===== src/rtl/uart_pkg.sv =====
// Shared definitions for the UART transmitter: FSM state codes, parity modes
// and the parity helper used when a byte is latched.
package uart_pkg;

  localparam logic [2:0] ST_IDLE   = 3'd0;
  localparam logic [2:0] ST_SYNC   = 3'd1;
  localparam logic [2:0] ST_START  = 3'd2;
  localparam logic [2:0] ST_DATA   = 3'd3;
  localparam logic [2:0] ST_PARITY = 3'd4;
  localparam logic [2:0] ST_STOP   = 3'd5;

  localparam int PARITY_NONE = 0;
  localparam int PARITY_EVEN = 1;
  localparam int PARITY_ODD  = 2;

  // Unused high bits must be zero so they do not disturb the XOR.
  function automatic logic parity_bit(input logic [7:0] data, input int mode);
    return (mode == PARITY_ODD) ? ~(^data) : ^data;
  endfunction

endpackage


===== src/rtl/uart_tx.sv =====
// UART transmitter: start bit, LSB-first data, optional parity, stop bits,
// paced by an external one-clock baud tick.
//
// state  | meaning
// IDLE   | line high, ready for a byte
// SYNC   | byte latched, waiting for a tick to align the start bit
// START  | start bit (low) on the line
// DATA   | data bits, LSB first
// PARITY | parity bit on the line
// STOP   | stop bit(s), line high
module uart_tx
  import uart_pkg::*;
#(
  parameter int DATA_BITS = 8,
  parameter int PARITY    = 0,
  parameter int STOP_BITS = 1
) (
  input  logic                 clk,
  input  logic                 reset_n,
  input  logic                 baud_tick,
  input  logic [DATA_BITS-1:0] tx_data,
  input  logic                 tx_valid,
  output logic                 tx_ready,
  output logic                 tx,
  output logic                 tx_busy,
  output logic                 tx_done
);

  if (DATA_BITS < 5 || DATA_BITS > 8) begin : g_bad_data_bits
    $error("uart_tx: DATA_BITS must be in 5..8");
  end
  if (PARITY < PARITY_NONE || PARITY > PARITY_ODD) begin : g_bad_parity
    $error("uart_tx: PARITY must be 0, 1 or 2");
  end
  if (STOP_BITS != 1 && STOP_BITS != 2) begin : g_bad_stop_bits
    $error("uart_tx: STOP_BITS must be 1 or 2");
  end

  localparam logic [2:0] LAST_DATA = 3'(DATA_BITS - 1);
  localparam logic [2:0] LAST_STOP = 3'(STOP_BITS - 1);

  logic [2:0]           state;
  logic [DATA_BITS-1:0] shift;
  logic [2:0]           bit_cnt;
  logic                 par_bit;

  always_ff @(posedge clk or negedge reset_n) begin
    if (!reset_n) begin
      state    <= ST_IDLE;
      shift    <= '0;
      bit_cnt  <= '0;
      par_bit  <= 1'b0;
      tx       <= 1'b1;
      tx_ready <= 1'b1;
      tx_busy  <= 1'b0;
      tx_done  <= 1'b0;
    end else begin
      tx_done <= 1'b0;
      case (state)
        ST_IDLE: begin
          if (tx_valid && tx_ready) begin
            shift    <= tx_data;
            par_bit  <= parity_bit(8'(tx_data), PARITY);
            state    <= ST_SYNC;
            tx_ready <= 1'b0;
            tx_busy  <= 1'b1;
          end
        end
        ST_SYNC: begin
          if (baud_tick) begin
            state <= ST_START;
            tx    <= 1'b0;
          end
        end
        ST_START: begin
          if (baud_tick) begin
            state   <= ST_DATA;
            tx      <= shift[0];
            bit_cnt <= '0;
          end
        end
        ST_DATA: begin
          if (baud_tick) begin
            shift <= shift >> 1;
            if (bit_cnt == LAST_DATA) begin
              // Counter is reused for the stop bits.
              bit_cnt <= '0;
              if (PARITY != PARITY_NONE) begin
                state <= ST_PARITY;
                tx    <= par_bit;
              end else begin
                state <= ST_STOP;
                tx    <= 1'b1;
              end
            end else begin
              bit_cnt <= bit_cnt + 3'd1;
              tx      <= shift[1];
            end
          end
        end
        ST_PARITY: begin
          if (baud_tick) begin
            state   <= ST_STOP;
            tx      <= 1'b1;
            bit_cnt <= '0;
          end
        end
        ST_STOP: begin
          if (baud_tick) begin
            if (bit_cnt == LAST_STOP) begin
              state    <= ST_IDLE;
              bit_cnt  <= '0;
              tx_done  <= 1'b1;
              tx_busy  <= 1'b0;
              tx_ready <= 1'b1;
            end else begin
              bit_cnt <= bit_cnt + 3'd1;
            end
          end
        end
        default: begin
          state    <= ST_IDLE;
          tx       <= 1'b1;
          tx_ready <= 1'b1;
          tx_busy  <= 1'b0;
        end
      endcase
    end
  end

endmodule


===== config.mk =====
export PLATFORM = sky130hd
export DESIGN_NAME = uart_tx
export DESIGN_NICKNAME = d
export VERILOG_FILES = /design/src/rtl/uart_pkg.sv /design/src/rtl/uart_tx.sv
export SDC_FILE = /design/constraint.sdc
export NUM_CORES = 1
export LEC_CHECK = 0
export BUFFER_PORTS_ARGS = -buffer_cell sky130_fd_sc_hd__buf_2
export CORE_ASPECT_RATIO = 0.5
export CORE_MARGIN = 5
export CORE_UTILIZATION = 35
export CTS_CLUSTER_SIZE = 14
export DETAILED_ROUTE_END_ITERATION = 7
export SLEW_MARGIN = 20
export SYNTH_ARGS = -nofsm -noshare
export SYNTH_HDL_FRONTEND = slang
export SYNTH_SLANG_ARGS = --single-unit

===== constraint.sdc =====
create_clock -name clk -period 1.5 [get_ports clk]
set_input_delay 0.375 -clock clk [delete_from_list [all_inputs] [get_ports clk]]
set_output_delay 0.375 -clock clk [all_outputs]
set_load 0.03 [all_outputs]

=== Yosys cells after proc, flatten, opt, wreduce, memory -nomap -nowiden ===
Index checks and enable logic that the tools add are counted.

* Muxes and demuxes: 35
* Bitwise gates (word level): 2
* Reduce and logical (&&, ||, !) cells: 13
* Eq/ne operators: 15
* Add/subtract/negate cells: 1

{| class="wikitable"
|+ Operators with widths
! kind !! number
|-
| 3-bit two-way mux || 13
|-
| 3-bit case mux with 6 select lines || 1
|-
| 8-bit two-way mux || 2
|-
| 2-bit inequality test (second input constant) || 8
|-
| 8-bit case mux with 2 select lines || 1
|-
| 1-bit two-way mux || 14
|-
| 3-bit equality test (second input constant) || 3
|-
| 3-bit case mux with 3 select lines || 1
|-
| 4-bit AND reduction || 2
|-
| 8-bit AND reduction || 1
|-
| 3-bit by 2-bit equality test with 1-bit output (second input constant) || 2
|-
| 3-bit zero test || 2
|-
| 1-bit case mux with 3 select lines || 2
|-
| 1-bit case mux with 5 select lines || 1
|-
| 5-bit AND reduction || 1
|-
| 2-bit OR reduction || 2
|-
| 4-bit OR reduction || 1
|-
| 3-bit by 1-bit adder with 3-bit output (second input constant) || 1
|-
| 3-bit by 1-bit equality test with 1-bit output (second input constant) || 1
|-
| 3-bit AND reduction || 1
|-
| 3-bit nonzero test || 1
|-
| 2-bit by 1-bit inequality test with 1-bit output (second input constant) || 1
|-
| 1-bit NOT || 2
|-
| 2-bit nonzero test || 1
|-
| 1-bit logical AND || 1
|}

* Input port bits: 12
* Word-level logic and storage cells: 73
* Register bits: 18
* Output and inout bits: 4

=== Longest topological paths before layout ===
Gate-level depths: netlist of the first run.

* Depth in word-level cells: 4
* Gate-level depth with buffers: 6
* Mapped depth without buffers: 6

=== Least setup slack after synthesis of the first run ===
Ideal clock, no wire load.

* Kind: reg2reg
* From: register bit_cnt[0]
* To: register state[0]
* Buffers on the path: 0
* Data arrival time: 1.346 ns
* Clock period less this slack: 1.471 ns
* Library setup time: 0.125 ns
* Slack: 0.029 ns
* Required time: 1.375 ns
* Cell stages (with the launch flop): 6
* Path through: dfrtp_1 -> ha_1 -> ha_1 -> o21ai_0 -> a21o_2 -> mux2_4

* Longest elaborated chain between the ends: 3
* Elaborated cells between the ends (all ways): 5
* Those cells by class: eq/ne (3); reduce/logical (2)

{| class="wikitable"
|+ RTL lines
! element !! RTL line !! RTL
|-
| start, declared || uart_tx.sv:44 || <nowiki>logic [2:0] bit_cnt;</nowiki>
|-
| start signal, assigned || uart_tx.sv:96 || <nowiki>bit_cnt <= bit_cnt + 3'd1;</nowiki>
|-
| start signal, assigned || uart_tx.sv:117 || <nowiki>bit_cnt <= bit_cnt + 3'd1;</nowiki>
|-
| 3-bit equality test or 3-bit zero test (tied branches) || uart_tx.sv:85, uart_tx.sv:110 ||
|-
| 2-bit inequality test (no source line) || -- ||
|-
| 8-bit AND reduction (no source line) (*) || -- ||
|-
| end signal, assigned || uart_tx.sv:89 || <nowiki>state <= ST_PARITY;</nowiki>
|-
| end signal, assigned || uart_tx.sv:92 || <nowiki>state <= ST_STOP;</nowiki>
|-
| end signal, assigned || uart_tx.sv:103 || <nowiki>state <= ST_STOP;</nowiki>
|-
| end, declared || uart_tx.sv:42 || <nowiki>logic [2:0] state;</nowiki>
|}

Mark *: on every way between the ends. The rest lies on a longest branch, timed or not.
A chain may end at the register's enable or synchronous reset.

=== Final worst setup path of the first run ===
* From: register state[2]
* To: register state[0]

* Longest elaborated chain between the ends: 3
* Elaborated cells between the ends (all ways): 16
* Those cells by class: eq/ne (13); mux (1); reduce/logical (2)

{| class="wikitable"
|+ RTL lines
! element !! RTL line !! RTL
|-
| start signal, assigned || uart_tx.sv:49 || <nowiki>state <= ST_IDLE;</nowiki>
|-
| start signal, assigned || uart_tx.sv:64 || <nowiki>state <= ST_SYNC;</nowiki>
|-
| start signal, assigned || uart_tx.sv:71 || <nowiki>state <= ST_START;</nowiki>
|-
| 3-bit by 2-bit equality test with 1-bit output (tied with other cells) || uart_tx.sv:59 || <nowiki>case (state)</nowiki>
|-
| 2-bit inequality test (no source line) || -- ||
|-
| 8-bit AND reduction (no source line) || -- ||
|}

Parallel ways exist; a longest one is shown, timed or not.

==> results.toml, run 1 <==
[cts]
clk_latency_ps = 260
cts-root-buf = "clkbuf_8"
clockBufferDepth = 2
cts_hold_buf = 0
cts_tree = "built"
cts_max_level = 1
path_clk_slew_ps = 70
cts_buffers = 3
cts.sink_count = 18

[routing]
drc_errors = 0
drt_iter0_drc = 72
vias_per_cell = 4.92
first_pass_iters = 4
wl_mm = 2.14
ant_nets = 0
detail_route.wl_per_cell_um = 13.0
dr_total_vias = 811

[die]
start_util = 0.382
pin_count = 16
fp.dieW_um = 86.8
core_region_area_um2 = 2700
fp.dieH_um = 48.4
dieArea_um2 = 4200
rows = 13

[pwr]
p_clk_frac = 0.154
irDropWorstVdd_uv = 855
leakagePower_nw = 0.614
swShare = 0.391
total_power_w = 0.00263
switchingPower_w = 0.00103
power.density_nw_per_um2 = 2060
combPwrFrac = 0.506
p_seq_frac = 0.339
internal-power_w = 0.00160

[final_layout]
layout_common_cells = "dfrtp_1 (16), buf_2 (15), a21oi_1 (12), nor2_1 (10)"
layout_commonest_cell = "dfrtp_1"
drive_gt1_frac = 0.297
n_antenna_cell = 0
synthToLayoutAreaGrowth_pct = 23.8
fin_nets = 144
design_area_um2 = 1280
instances_no_fill = 165
fillers = 270

[grt]
grt_pass1_wl_mm = 3.62
antenna_found_initial = 0
grt.overflow.total = 0
first_global_vias = 768
grt_max_degree = 19
track_usage = 0.107

[job]
max_cap_violations = 0

[sta]
rsz0062_at_grt = "true"
final-setup-viol-count = 0
timing.fmax_mhz = 692
whs_ps = 47.2
final.period_utilization = 0.963
tightest_slew_ps = 434
post-route-min-period_ps = 1440
hold_viol = 0
finalClockSkew_ps = 6.22
relSlewSlack = 0.710
tns_ps = 0
slew_viol_final = 0

[logic_synthesis]
synth.yosys.seq_area_share = 0.439
synth_area_um2 = 1030
yosysTopAreaCell = "dfrtp_1"
synth_cells = 106
yosys_register_bits = 18
synth_area_leaders = "dfrtp_1 (39%), mux2i_1 (6.8%), a21oi_1 (5.8%), dfstp_2 (5.1%), o21ai_0 (4.4%)"
yosys_warnings = 0
synth.top_cell.area_share = 0.388
synth_nets = 121
syn_area_per_cell_um2 = 9.73
synth_cell_type_count = 33

[setup_path]
arrival_ps = 1590
worstSetupPathType = "flip-flop to flip-flop"
end_kind = "flip-flop"
required_ps = 1650
setup.worst_path.start_class = "flip-flop"
crit_fanout = 3
r2r_cells = 4

[placed_design]
placedCellCount = 160
io_buffers = 15
postPlaceCellArea_um2 = 1190
hpwlAfterDp_mm = 1.58
gp_congestion = 0.710

[min_path]
hp-class = "input pin to asynchronous set/reset pin"

[outcome]
status = "finished, final reports clean"
cell type report:
| cell class | count | area [um^2] | area share |
|---|---|---|---|
| Clock buffer | 4 | 55.1 | 0.0431 |
| Inverter | 8 | 30.0 | 0.0235 |
| Multi-Input combinational cell | 75 | 519 | 0.407 |
| Sequential cell | 18 | 453 | 0.355 |
| Tap cell | 37 | 46.3 | 0.0363 |
| Timing Repair Buffer | 23 | 173 | 0.135 |
cells by family (layout without fill, tap and decap cells):
group	count (synthesis)	count (layout)	synth area share
AND/OR/NAND/NOR	31	31	0.177
flip-flops	18	18	0.439
multiplexers	8	8	0.0825
buffers and inverters	13	35	0.0643
AO/OA/AOI/OAI	33	33	0.200
adder cells (fa/ha/maj)	3	3	0.0364
flip-flops by register name (all words and copies together), names as in the netlist:
register	flops
bit_cnt	3
state	3
tx_busy	1
shift	8
tx_ready	1
tx_done	1
tx	1
routing by layer:
layer | vias up | wire length (um) | track usage
met1 | 380 | 1150 | 0.159
li1 | 419 | - | -
met5 | - | 0 | 0
met2 | 12 | 937 | 0.147
met3 | 0 | 52 | 0.0354
met4 | 0 | 0 | 0.0259
synthesized netlist by cell type:
| library cell | instances |
|---|---|
| dfrtp_1 | 16 |
| a21oi_1 | 12 |
| nor2_1 | 10 |
| o21ai_0 | 9 |
| inv_1 | 8 |
| nand2_1 | 8 |
| mux2i_1 | 7 |
| ha_1 | 3 |
| a21o_1 | 2 |
| buf_2 | 2 |
| buf_4 | 2 |
| dfstp_2 | 2 |
| nor2b_1 | 2 |
| nor3_1 | 2 |
| o22ai_1 | 2 |
| o31ai_1 | 2 |
| a21o_2 | 1 |
| a21oi_4 | 1 |
| a31oi_1 | 1 |
| and2b_1 | 1 |
| and4_1 | 1 |
| buf_6 | 1 |
| mux2_4 | 1 |
| nand2_2 | 1 |
| nand2b_1 | 1 |
| nand3_1 | 1 |
| nand4b_1 | 1 |
| nand4bb_4 | 1 |
| nor2b_4 | 1 |
| o21ai_2 | 1 |
| o32a_1 | 1 |
| o32ai_1 | 1 |
| or3b_1 | 1 |
critical path, cell delays in order, from the launching register on:
cell and delay [ps]:
dfrtp_1 420, or3b_1 400, o31ai_2 80, a21o_2 140, mux2_4 290
worst paths after layout:
check                                startpoint                endpoint  slack [ps]
setup / recovery           state[2]$_DFFE_PN0P_    state[0]$_DFFE_PN0P_          60
setup reg to reg           state[2]$_DFFE_PN0P_    state[0]$_DFFE_PN0P_          60
min in group clk                     tx_data[7]    shift[7]$_DFFE_PN0P_         370
hold / removal                          reset_n  bit_cnt[2]$_DFFE_PN0P_          50
hold reg to reg             tx_busy$_DFFE_PN0P_     tx_busy$_DFFE_PN0P_         500
max in group asynchronous               reset_n    tx_ready$_DFFE_PN1P_        1120
power by group through the flow:
stage / combinational, W / sequential [W] / clock, W
after CTS: 0.00129 / 0.000892 / 0.000412
after global routing: 0.00147 / 0.000922 / 0.000434
final: 0.00133 / 0.000890 / 0.000405
after global placement: 0.00127 / 0.000888 / 0
after floorplan: 0.000904 / 0.000933 / 0
after detailed placement: 0.00129 / 0.000894 / 0
metrics by stage:
stage	setup slack, ps	utilization
after CTS	25.6	0.462
after global placement	19.6	0.442
after global routing	-1.66	0.473
after floorplan	28.8	-
after detailed placement	10.2	0.442
final	55.5	0.473
repair_timing:
action,in CTS,in global routing
hold endpoints to repair,0,0
setup buffers,0,1
gates resized for setup,1,3
pin swaps,1,2
setup endpoints to repair,1,9
(Power assumes the default switching activity.)
==> run 2: changes to the inputs <==
--- a/config.mk
+++ b/config.mk
@@ -6,11 +6,11 @@
 export NUM_CORES = 1
 export LEC_CHECK = 0
 export BUFFER_PORTS_ARGS = -buffer_cell sky130_fd_sc_hd__buf_2
-export CORE_ASPECT_RATIO = 0.5
 export CORE_MARGIN = 5
-export CORE_UTILIZATION = 35
+export CORE_UTILIZATION = 49
 export CTS_CLUSTER_SIZE = 14
 export DETAILED_ROUTE_END_ITERATION = 7
+export PLACE_DENSITY = 0.73
 export SLEW_MARGIN = 20
 export SYNTH_ARGS = -nofsm -noshare
 export SYNTH_HDL_FRONTEND = slang
==> run 2 against run 1 <==
- the run now ends with negative hold slack left
- hold slack worse by 55 ps
- die area is 26% lower
- power is 6.7% lower
- wire length is 4.8% lower
- sequential cell count stayed put
- first-iteration DRC count is 71% lower
- cell count is 6.1% lower
- global-route usage is 3.3 points higher
==> results.toml, run 2 (same netlist as run 1, synthesis figures left out) <==
[outcome]
status = "finished with violations"
violations = "negative hold slack"

[grt]
antenna_found_initial = 0
track_usage = 0.140
grt_max_degree = 19
grt.overflow.total = 0
first_global_vias = 766
grt_pass1_wl_mm = 3.48

[die]
core_region_area_um2 = 1980
rows = 16
pin_count = 16
start_util = 0.520
fp.dieW_um = 55.9
fp.dieH_um = 55.9
dieArea_um2 = 3120

[routing]
drc_errors = 0
first_pass_iters = 4
vias_per_cell = 5.28
ant_nets = 0
drt_iter0_drc = 21
detail_route.wl_per_cell_um = 13.1
wl_mm = 2.04
dr_total_vias = 818

[sta]
whs_ps = -7.85
hold_viol = 12
worst_slack_ps = 47.0
timing.fmax_mhz = 688
finalClockSkew_ps = 2.17
relSlewSlack = 0.726
post-route-min-period_ps = 1450
slew_viol_final = 0
final.period_utilization = 0.969
rsz0062_at_grt = "true"
tightest_slew_ps = 412
final-setup-viol-count = 0

[setup_path]
regToRegStartpoint = "bit_cnt[0]$_DFFE_PN0P_"
r2r_end = "state[0]$_DFFE_PN0P_"
startpoint = "bit_cnt[0]$_DFFE_PN0P_"
cp_top_family = "flip-flops"
slowest_delay_ps = 420
setup.worst_path.start_class = "flip-flop"
end_kind = "flip-flop"
crit_fanout = 3
r2r_cells = 5
critPathBufInv = 0
required_ps = 1690
worstSetupPathType = "flip-flop to flip-flop"
reg2reg_setup_slack_ps = 50
arrival_ps = 1640
slowest_stage = "dfrtp_1"
path_cells = "ha_2 -> ha_1 -> o21ai_1 -> a21o_2 -> mux2_4"

[final_layout]
layout_commonest_cell = "dfrtp_1"
fin_util = 0.618
largest-register = "shift"
n_antenna_cell = 0
reg_top3 = "shift (8), bit_cnt (3), state (3)"
drive_gt1_frac = 0.297
synthToLayoutAreaGrowth_pct = 18.8
instances_no_fill = 155
fin_nets = 145
layout_common_cells = "dfrtp_1 (15), buf_2 (14), a21oi_1 (12), nor2_1 (10)"
largest_register_ffs = 8

[cts]
path_clk_slew_ps = 100
clockBufferDepth = 2
cts.sink_count = 18
cts_buffers = 3
clk_latency_ps = 300
cts_max_level = 1
cts-root-buf = "clkbuf_4"
cts_tree = "built"

[job]
max_cap_violations = 0

[placed_design]
placedCellCount = 151
hpwlAfterDp_mm = 1.55
io_buffers = 15
dp_worst_setup_slack_ps = 10.0
gp_congestion = 0.852

[pwr]
irDropWorstVdd_uv = 981
power.density_nw_per_um2 = 2000
leakagePower_nw = 0.597

[min_path]
hp-class = "input pin to asynchronous set/reset pin"
[run 2: final cells by class]
cell class / instances / area, um^2
Tap cell: 27 / 33.8
Sequential cell: 18 / 454
Timing Repair Buffer: 24 / 170
Inverter: 8 / 30.0
Fill cell: 167 / 757
Clock buffer: 3 / 22.5
Multi-Input combinational cell: 75 / 514
[run 2: routing by layer]
metal | up-vias | routed length [um] | GRT usage
met5 | - | 0 | 0
met4 | 0 | 42 | 0.0712
met3 | 5 | 101 | 0.0394
met2 | 15 | 977 | 0.221
met1 | 382 | 916 | 0.174
li1 | 416 | - | -
[run 2: worst max path at each step]
stage / endpoint / slack (ps) / cells past startpoint
global route: shift[5]$_DFFE_PN0P_ / -10 / 5
CTS: tx_ready / 9 / 1
floorplan: state[0]$_DFFE_PN0P_ / 30 / 5
detailed placement: state[0]$_DFFE_PN0P_ / 10 / 5
finish: state[0]$_DFFE_PN0P_ / 50 / 5
global placement: state[0]$_DFFE_PN0P_ / 30 / 5
[run 2: stage by stage]
step	cell area [um^2]	total power, W	TNS [ps]
floorplan	1030	0.00184	0
global placement	1190	0.00213	0
detailed placement	1190	0.00219	0
CTS	1210	0.00243	0
global route	1220	0.00265	-11.5
finish	1220	0.00245	0
[run 2: repair_timing]
action,CTS,global route
endpoints found under the setup margin,1,5
pin swaps,1,2
gates resized for setup,1,4
setup buffers,0,1
hold buffers,0,0
[run 2: power breakdown]
part | switching [W] | internal, W
Combinational | 0.000669 | 0.000633
Sequential | 0.000184 | 0.000721
Clock | 0.000147 | 0.0000937
